## src/rtl/adder_5_bit_sequencer_pkg.sv

```systemverilog
// rtl/adder_5_bit_sequencer_pkg.sv - shared calculator constants and state encoding
package adder_5_bit_sequencer_pkg;

   localparam int CALC_WIDTH = 5;

   localparam logic [1:0] OP_ADD  = 2'b00;
   localparam logic [1:0] OP_SUB  = 2'b01;
   localparam logic [1:0] OP_MUL  = 2'b10;
   localparam logic [1:0] OP_RSVD = 2'b11;

   typedef enum logic [1:0] {
      ST_IDLE = 2'd0,
      ST_EXEC = 2'd1,
      ST_MUL  = 2'd2,
      ST_DONE = 2'd3
   } state_e;

endpackage

```

## src/rtl/adder_5_bit_sequencer_adder.sv

```systemverilog
// rtl/adder_5_bit_sequencer_adder.sv - ripple-carry adder shared by all calculator ops
module adder_5_bit_sequencer_adder #(
   parameter int WIDTH = 5
) (
   input  logic [WIDTH-1:0] a,
   input  logic [WIDTH-1:0] b,
   input  logic             cin,
   output logic [WIDTH-1:0] sum,
   output logic             cout
);

   logic [WIDTH:0] c;

   assign c[0] = cin;

   for (genvar gi = 0; gi < WIDTH; gi++) begin : g_bit
      assign sum[gi]  = a[gi] ^ b[gi] ^ c[gi];
      assign c[gi+1]  = (a[gi] & b[gi]) | (c[gi] & (a[gi] ^ b[gi]));
   end

   assign cout = c[WIDTH];

endmodule

```

## src/rtl/adder_5_bit_sequencer.sv

```systemverilog
// rtl/adder_5_bit_sequencer.sv - time-shares one ripple adder for ADD, SUB and shift-add MUL
module adder_5_bit_sequencer
   import adder_5_bit_sequencer_pkg::*;
#(
   parameter int WIDTH     = CALC_WIDTH,
   parameter int MUL_STEPS = WIDTH
) (
   input  logic                 clk,
   input  logic                 rst,
   input  logic                 start,
   input  logic [1:0]           op,
   input  logic [WIDTH-1:0]     a,
   input  logic [WIDTH-1:0]     b,
   output logic                 busy,
   output logic                 done,
   output logic [2*WIDTH-1:0]   result,
   output logic                 carry,
   output logic                 err
);

   if (WIDTH != CALC_WIDTH) begin : g_bad_width
      $error("adder_5_bit_sequencer supports only WIDTH=5");
   end

   state_e                 state_q, state_d;
   logic [WIDTH-1:0]       a_q, a_d;
   logic [WIDTH-1:0]       b_q, b_d;
   logic [1:0]             op_q, op_d;
   logic [WIDTH-1:0]       acc_hi_q, acc_hi_d;
   logic [WIDTH-1:0]       acc_lo_q, acc_lo_d;
   logic [MUL_STEPS-1:0]   step_q, step_d;
   logic [2*WIDTH-1:0]     result_q, result_d;
   logic                   carry_q, carry_d;
   logic                   err_q, err_d;

   logic [WIDTH-1:0]       add_a, add_b, add_sum;
   logic                   add_cin, add_cout;

   adder_5_bit_sequencer_adder #(.WIDTH(WIDTH)) u_adder (
      .a    (add_a),
      .b    (add_b),
      .cin  (add_cin),
      .sum  (add_sum),
      .cout (add_cout)
   );

   always_comb begin
      state_d  = state_q;
      a_d      = a_q;
      b_d      = b_q;
      op_d     = op_q;
      acc_hi_d = acc_hi_q;
      acc_lo_d = acc_lo_q;
      step_d   = step_q;
      result_d = result_q;
      carry_d  = carry_q;
      err_d    = err_q;
      add_a    = a_q;
      add_b    = b_q;
      add_cin  = 1'b0;

      case (state_q)
         ST_EXEC: begin
            if (op_q == OP_SUB) begin
               add_b   = ~b_q;
               add_cin = 1'b1;
               result_d = {{WIDTH{1'b0}}, add_sum};
            end else begin
               result_d = {{(WIDTH-1){1'b0}}, add_cout, add_sum};
            end
            carry_d = add_cout;
            err_d   = 1'b0;
            state_d = ST_DONE;
         end
         ST_MUL: begin
            add_a = acc_hi_q;
            add_b = acc_lo_q[0] ? a_q : '0;
            // step_q is a thermometer code; its top bit marks all passes done
            if (step_q[MUL_STEPS-1]) begin
               result_d = {acc_hi_q, acc_lo_q};
               carry_d  = 1'b0;
               err_d    = 1'b0;
               state_d  = ST_DONE;
            end else begin
               {acc_hi_d, acc_lo_d} = {add_cout, add_sum, acc_lo_q[WIDTH-1:1]};
               step_d = {step_q[MUL_STEPS-2:0], 1'b1};
            end
         end
         ST_DONE: state_d = ST_IDLE;
         default: state_d = ST_IDLE;
      endcase

      if ((state_q == ST_IDLE || state_q == ST_DONE) && start) begin
         a_d  = a;
         b_d  = b;
         op_d = op;
         case (op)
            OP_ADD, OP_SUB: state_d = ST_EXEC;
            OP_MUL: begin
               acc_hi_d = '0;
               acc_lo_d = b;
               step_d   = '0;
               state_d  = ST_MUL;
            end
            default: begin
               result_d = '0;
               carry_d  = 1'b0;
               err_d    = 1'b1;
               state_d  = ST_DONE;
            end
         endcase
      end
   end

   always_ff @(posedge clk or posedge rst) begin
      if (rst) begin
         state_q  <= ST_IDLE;
         a_q      <= '0;
         b_q      <= '0;
         op_q     <= '0;
         acc_hi_q <= '0;
         acc_lo_q <= '0;
         step_q   <= '0;
         result_q <= '0;
         carry_q  <= 1'b0;
         err_q    <= 1'b0;
      end else begin
         state_q  <= state_d;
         a_q      <= a_d;
         b_q      <= b_d;
         op_q     <= op_d;
         acc_hi_q <= acc_hi_d;
         acc_lo_q <= acc_lo_d;
         step_q   <= step_d;
         result_q <= result_d;
         carry_q  <= carry_d;
         err_q    <= err_d;
      end
   end

   assign busy   = (state_q == ST_EXEC) || (state_q == ST_MUL);
   assign done   = (state_q == ST_DONE);
   assign result = result_q;
   assign carry  = carry_q;
   assign err    = err_q;

endmodule

```

## config.mk

```make
export PLATFORM = sky130hd
export DESIGN_NAME = adder_5_bit_sequencer
export DESIGN_NICKNAME = d
export VERILOG_FILES = /design/src/rtl/adder_5_bit_sequencer_pkg.sv /design/src/rtl/adder_5_bit_sequencer_adder.sv /design/src/rtl/adder_5_bit_sequencer.sv
export SDC_FILE = /design/constraint.sdc
export NUM_CORES = 1
export LEC_CHECK = 0
export CAP_MARGIN = 5
export CELL_PAD_IN_SITES_DETAIL_PLACEMENT = 1
export CELL_PAD_IN_SITES_GLOBAL_PLACEMENT = 1
export CORE_MARGIN = 3
export CORE_UTILIZATION = 35
export DETAILED_ROUTE_END_ITERATION = 8
export PLACE_DENSITY_LB_ADDON = 0.1
export SLEW_MARGIN = 30
export SYNTH_ARGS = -nofsm -noshare
export SYNTH_HDL_FRONTEND = slang
export SYNTH_SLANG_ARGS = --single-unit
```

## constraint.sdc

```tcl
create_clock -name clk -period 8 [get_ports clk]
set_input_delay 2.4 -clock clk [delete_from_list [all_inputs] [get_ports clk]]
set_output_delay 2.4 -clock clk [all_outputs]
set_load 0.05 [all_outputs]
```

==> impl_metrics.json <==
{
  "status": "complete, no violations",
  "use_met1_pct": 22.7,
  "intPower_mw": 0.692,
  "reg2reg_depth": 14,
  "htree_num_levels": 2,
  "cap_violations": 0,
  "grt-busiest-layer": "met2",
  "cts_tree": "yes",
  "seq_area_mm2": 0.00103,
  "final_common_cell": "dfrtp_1",
  "finalClockSkew_ns": 0.00422,
  "postCtsSetupBuffers": 0,
  "root_buffer": "clkbuf_8",
  "netSwitchingPower_mw": 0.603,
  "globalplace.congestion": 0.772,
  "synth-edff-count": 0,
  "endpoint_kind": "primary output",
  "finalWirelength_um": 5280,
  "slew_headroom_pct": 41.9,
  "syn_avg_cell_area_um2": 10.1,
  "arrival_ns": 2.57,
  "grt_max_degree": 42,
  "p_sw_share_pct": 46.5,
  "min_path_type": "flip-flop to flip-flop",
  "crit_type": "flip-flop to primary output",
  "cp_top_family": "buffers and inverters",
  "ys_warn_count": 0,
  "r2r_setup_slack_ns": 3.45,
  "ant_nets": 0,
  "rows": 28,
  "seq_power_share_pct": 30.3,
  "worstPathCellList": "inv_1 > ha_1 > inv_2 > clkdlybuf4s50_1",
  "synthesis.area_mm2": 0.00220,
  "antenna_found_initial": 0,
  "start_util_pct": 36.7,
  "antenna_cells": 0,
  "post-route-min-period_ns": 4.97,
  "min_path_cells": 2,
  "grt_pass1_vias": 1804,
  "ir_worst_vdd_v": 0.000159,
  "slowest_stage": "ha_1",
  "clock_power_share_pct": 10.2,
  "ctsHoldBuffers": 0,
  "cp_data_required_time_ns": 5.60,
  "clk_pin_slew_ns": 0.08,
  "final_cell_mix": "dfrtp_1 (41), nand2_1 (32), clkdlybuf4s50_1 (28), o21ai_0 (16), a21oi_1 (16)",
  "dr.pass1.iters": 4,
  "clk_latency_ns": 0.29,
  "viasPerCell": 5.32,
  "die-area_mm2": 0.00726,
  "fp.dieW_um": 85.2,
  "wl_per_cell_um": 16.7,
  "final_util_pct": 43.3,
  "cp_max_fo": 30,
  "multi_input_area_mm2": 0.00107,
  "fin_setup_tns_ns": 0,
  "cts_inserted_buffers": 5,
  "setup_violations": 0,
  "ys.flop_type": "dfrtp_1",
  "syn-num-nets": 240,
  "grt.overflow.total": 0,
  "rsz0062_at_grt": "false",
  "fmax_ghz": 0.201,
  "report.final.slew_viol_count": 0,
  "fin_area_mm2": 0.00259,
  "port-buffer-count": 28,
  "power_density_mw_per_mm2": 500,
  "worst-path-buf-inv": 3,
  "cts_sinks": 41,
  "clock_path_buffers": 2,
  "grt.total_usage_pct": 15.9,
  "p_comb_share_pct": 59.5,
  "synth_async_sr_flop_share_pct": 100,
  "synthTopCellsByArea": "dfrtp_1 (47%), mux2_2 (7.2%), nand2_1 (5.5%), fa_1 (4.6%), a21oi_1 (3.6%)",
  "cpPeakStageDelay_ns": 0.86,
  "final_cells": 316,
  "drt_iter0_drc": 67,
  "vias": 1682,
  "fin_hold_ws_ns": 0.520,
  "drive_gt1_share_pct": 9.96,
  "dp.final_hpwl_um": 3740,
  "gr-usage-met2_pct": 24.9,
  "core_area_mm2": 0.00599,
  "synth_top_area_cell": "dfrtp_1",
  "io_pins": 29,
  "leakage_nw": 1.12,
  "grt_pass1_wl_um": 9260,
  "hold_viol_final": 0,
  "place_area_mm2": 0.00251,
  "postSynthCellCount": 217,
  "cts_resized": 0,
  "num-fill-cells": 669,
  "synth_cell_types": 32,
  "worst_pin_slew_ns": 0.871,
  "use_met3_pct": 3.20,
  "die_h_um": 85.2,
  "yosys_register_bits": 41,
  "cp.depth": 4,
  "areaGrowthSynthToFinish_pct": 18.0,
  "cp-start-kind": "flip-flop",
  "ys_seq_area_share_pct": 46.7,
  "layout.nets": 263,
  "drc": 0,
  "dp_cells": 308,
  "period_share_pct": 62.1,
  "yosys.area.top_type_share_pct": 46.7
}
==> tightest hold or removal path, stage by stage, from the launching register on <==
cell and delay, ns:
dfrtp_1 0.36, nor2_1 0.05, nor2_1 0.07
==> registers in the layout, indices dropped and copies added (netlist names) <==
register and count:
op_q 2, err 1, step_q 5, acc_hi_q 5, state_q 2, acc_lo_q 5
carry 1, b_q 5, result 10, a_q 5
==> layer usage <==
metal  vias to the layer above  share of wire, %
li1                        806                 -
met1                       844                48
met2                        30                49
met3                         2               3.3
met4                         0              0.47
met5                         -                 0
==> worst paths after layout <==
kind / startpoint / to
max in group asynchronous: rst / b_q[0]
max: state_q[0] / busy
min in group asynchronous: rst / result[8]
min reg2reg: step_q[0] / step_q[0]
min: step_q[0] / step_q[0]
max reg2reg: state_q[0] / result[4]
==> Yosys cell counts, types with 2 or more instances <==
| cell | n |
|---|---|
| a211oi_1 | 3 |
| a21oi_1 | 16 |
| a221o_1 | 3 |
| a31oi_1 | 7 |
| a32o_1 | 3 |
| and2_1 | 4 |
| and3_1 | 3 |
| and3b_1 | 5 |
| buf_2 | 11 |
| clkbuf_1 | 2 |
| dfrtp_1 | 41 |
| fa_1 | 5 |
| ha_1 | 3 |
| inv_1 | 5 |
| mux2_2 | 14 |
| mux2i_1 | 8 |
| nand2_1 | 32 |
| nand3_1 | 2 |
| nor2_1 | 12 |
| nor2b_1 | 11 |
| o21ai_0 | 16 |
==> power groups by stage <==
stage          sequential (mW)  combinational [mW]  clock [mW]
6_report                 0.393               0.770       0.132
5_1_grt                  0.410               0.861       0.148
4_1_cts                  0.395               0.781       0.137
3_5_place_dp             0.399               0.775           0
3_3_place_gp             0.394               0.765           0
2_1_floorplan            0.430               0.537           0
==> cell type report <==
cell class / count / share of cell area [%]
sequential: 41 / 39.6
tap: 75 / 3.62
multi-input combinational: 156 / 41.4
clock buffer: 8 / 3.09
inverter: 6 / 0.869
timing repair buffer: 30 / 11.4
==> cell families after synthesis <==
family          after synthesis  share of synthesized area [%]
flops                        41                           46.7
mux                          22                           10.8
compound gates               51                           14.2
buf+inv                      20                           4.39
simple gates                 75                           17.6
fa+ha+maj                     8                           6.27
==> stage by stage <==
step	setup slack (ns)	power, mW
after floorplan	4.29	0.968
after global placement	3.35	1.16
after detailed placement	3.34	1.17
after CTS	3.00	1.31
after global routing	2.79	1.42
final	3.03	1.30
Note: power is estimated with default switching activity, not from simulation.
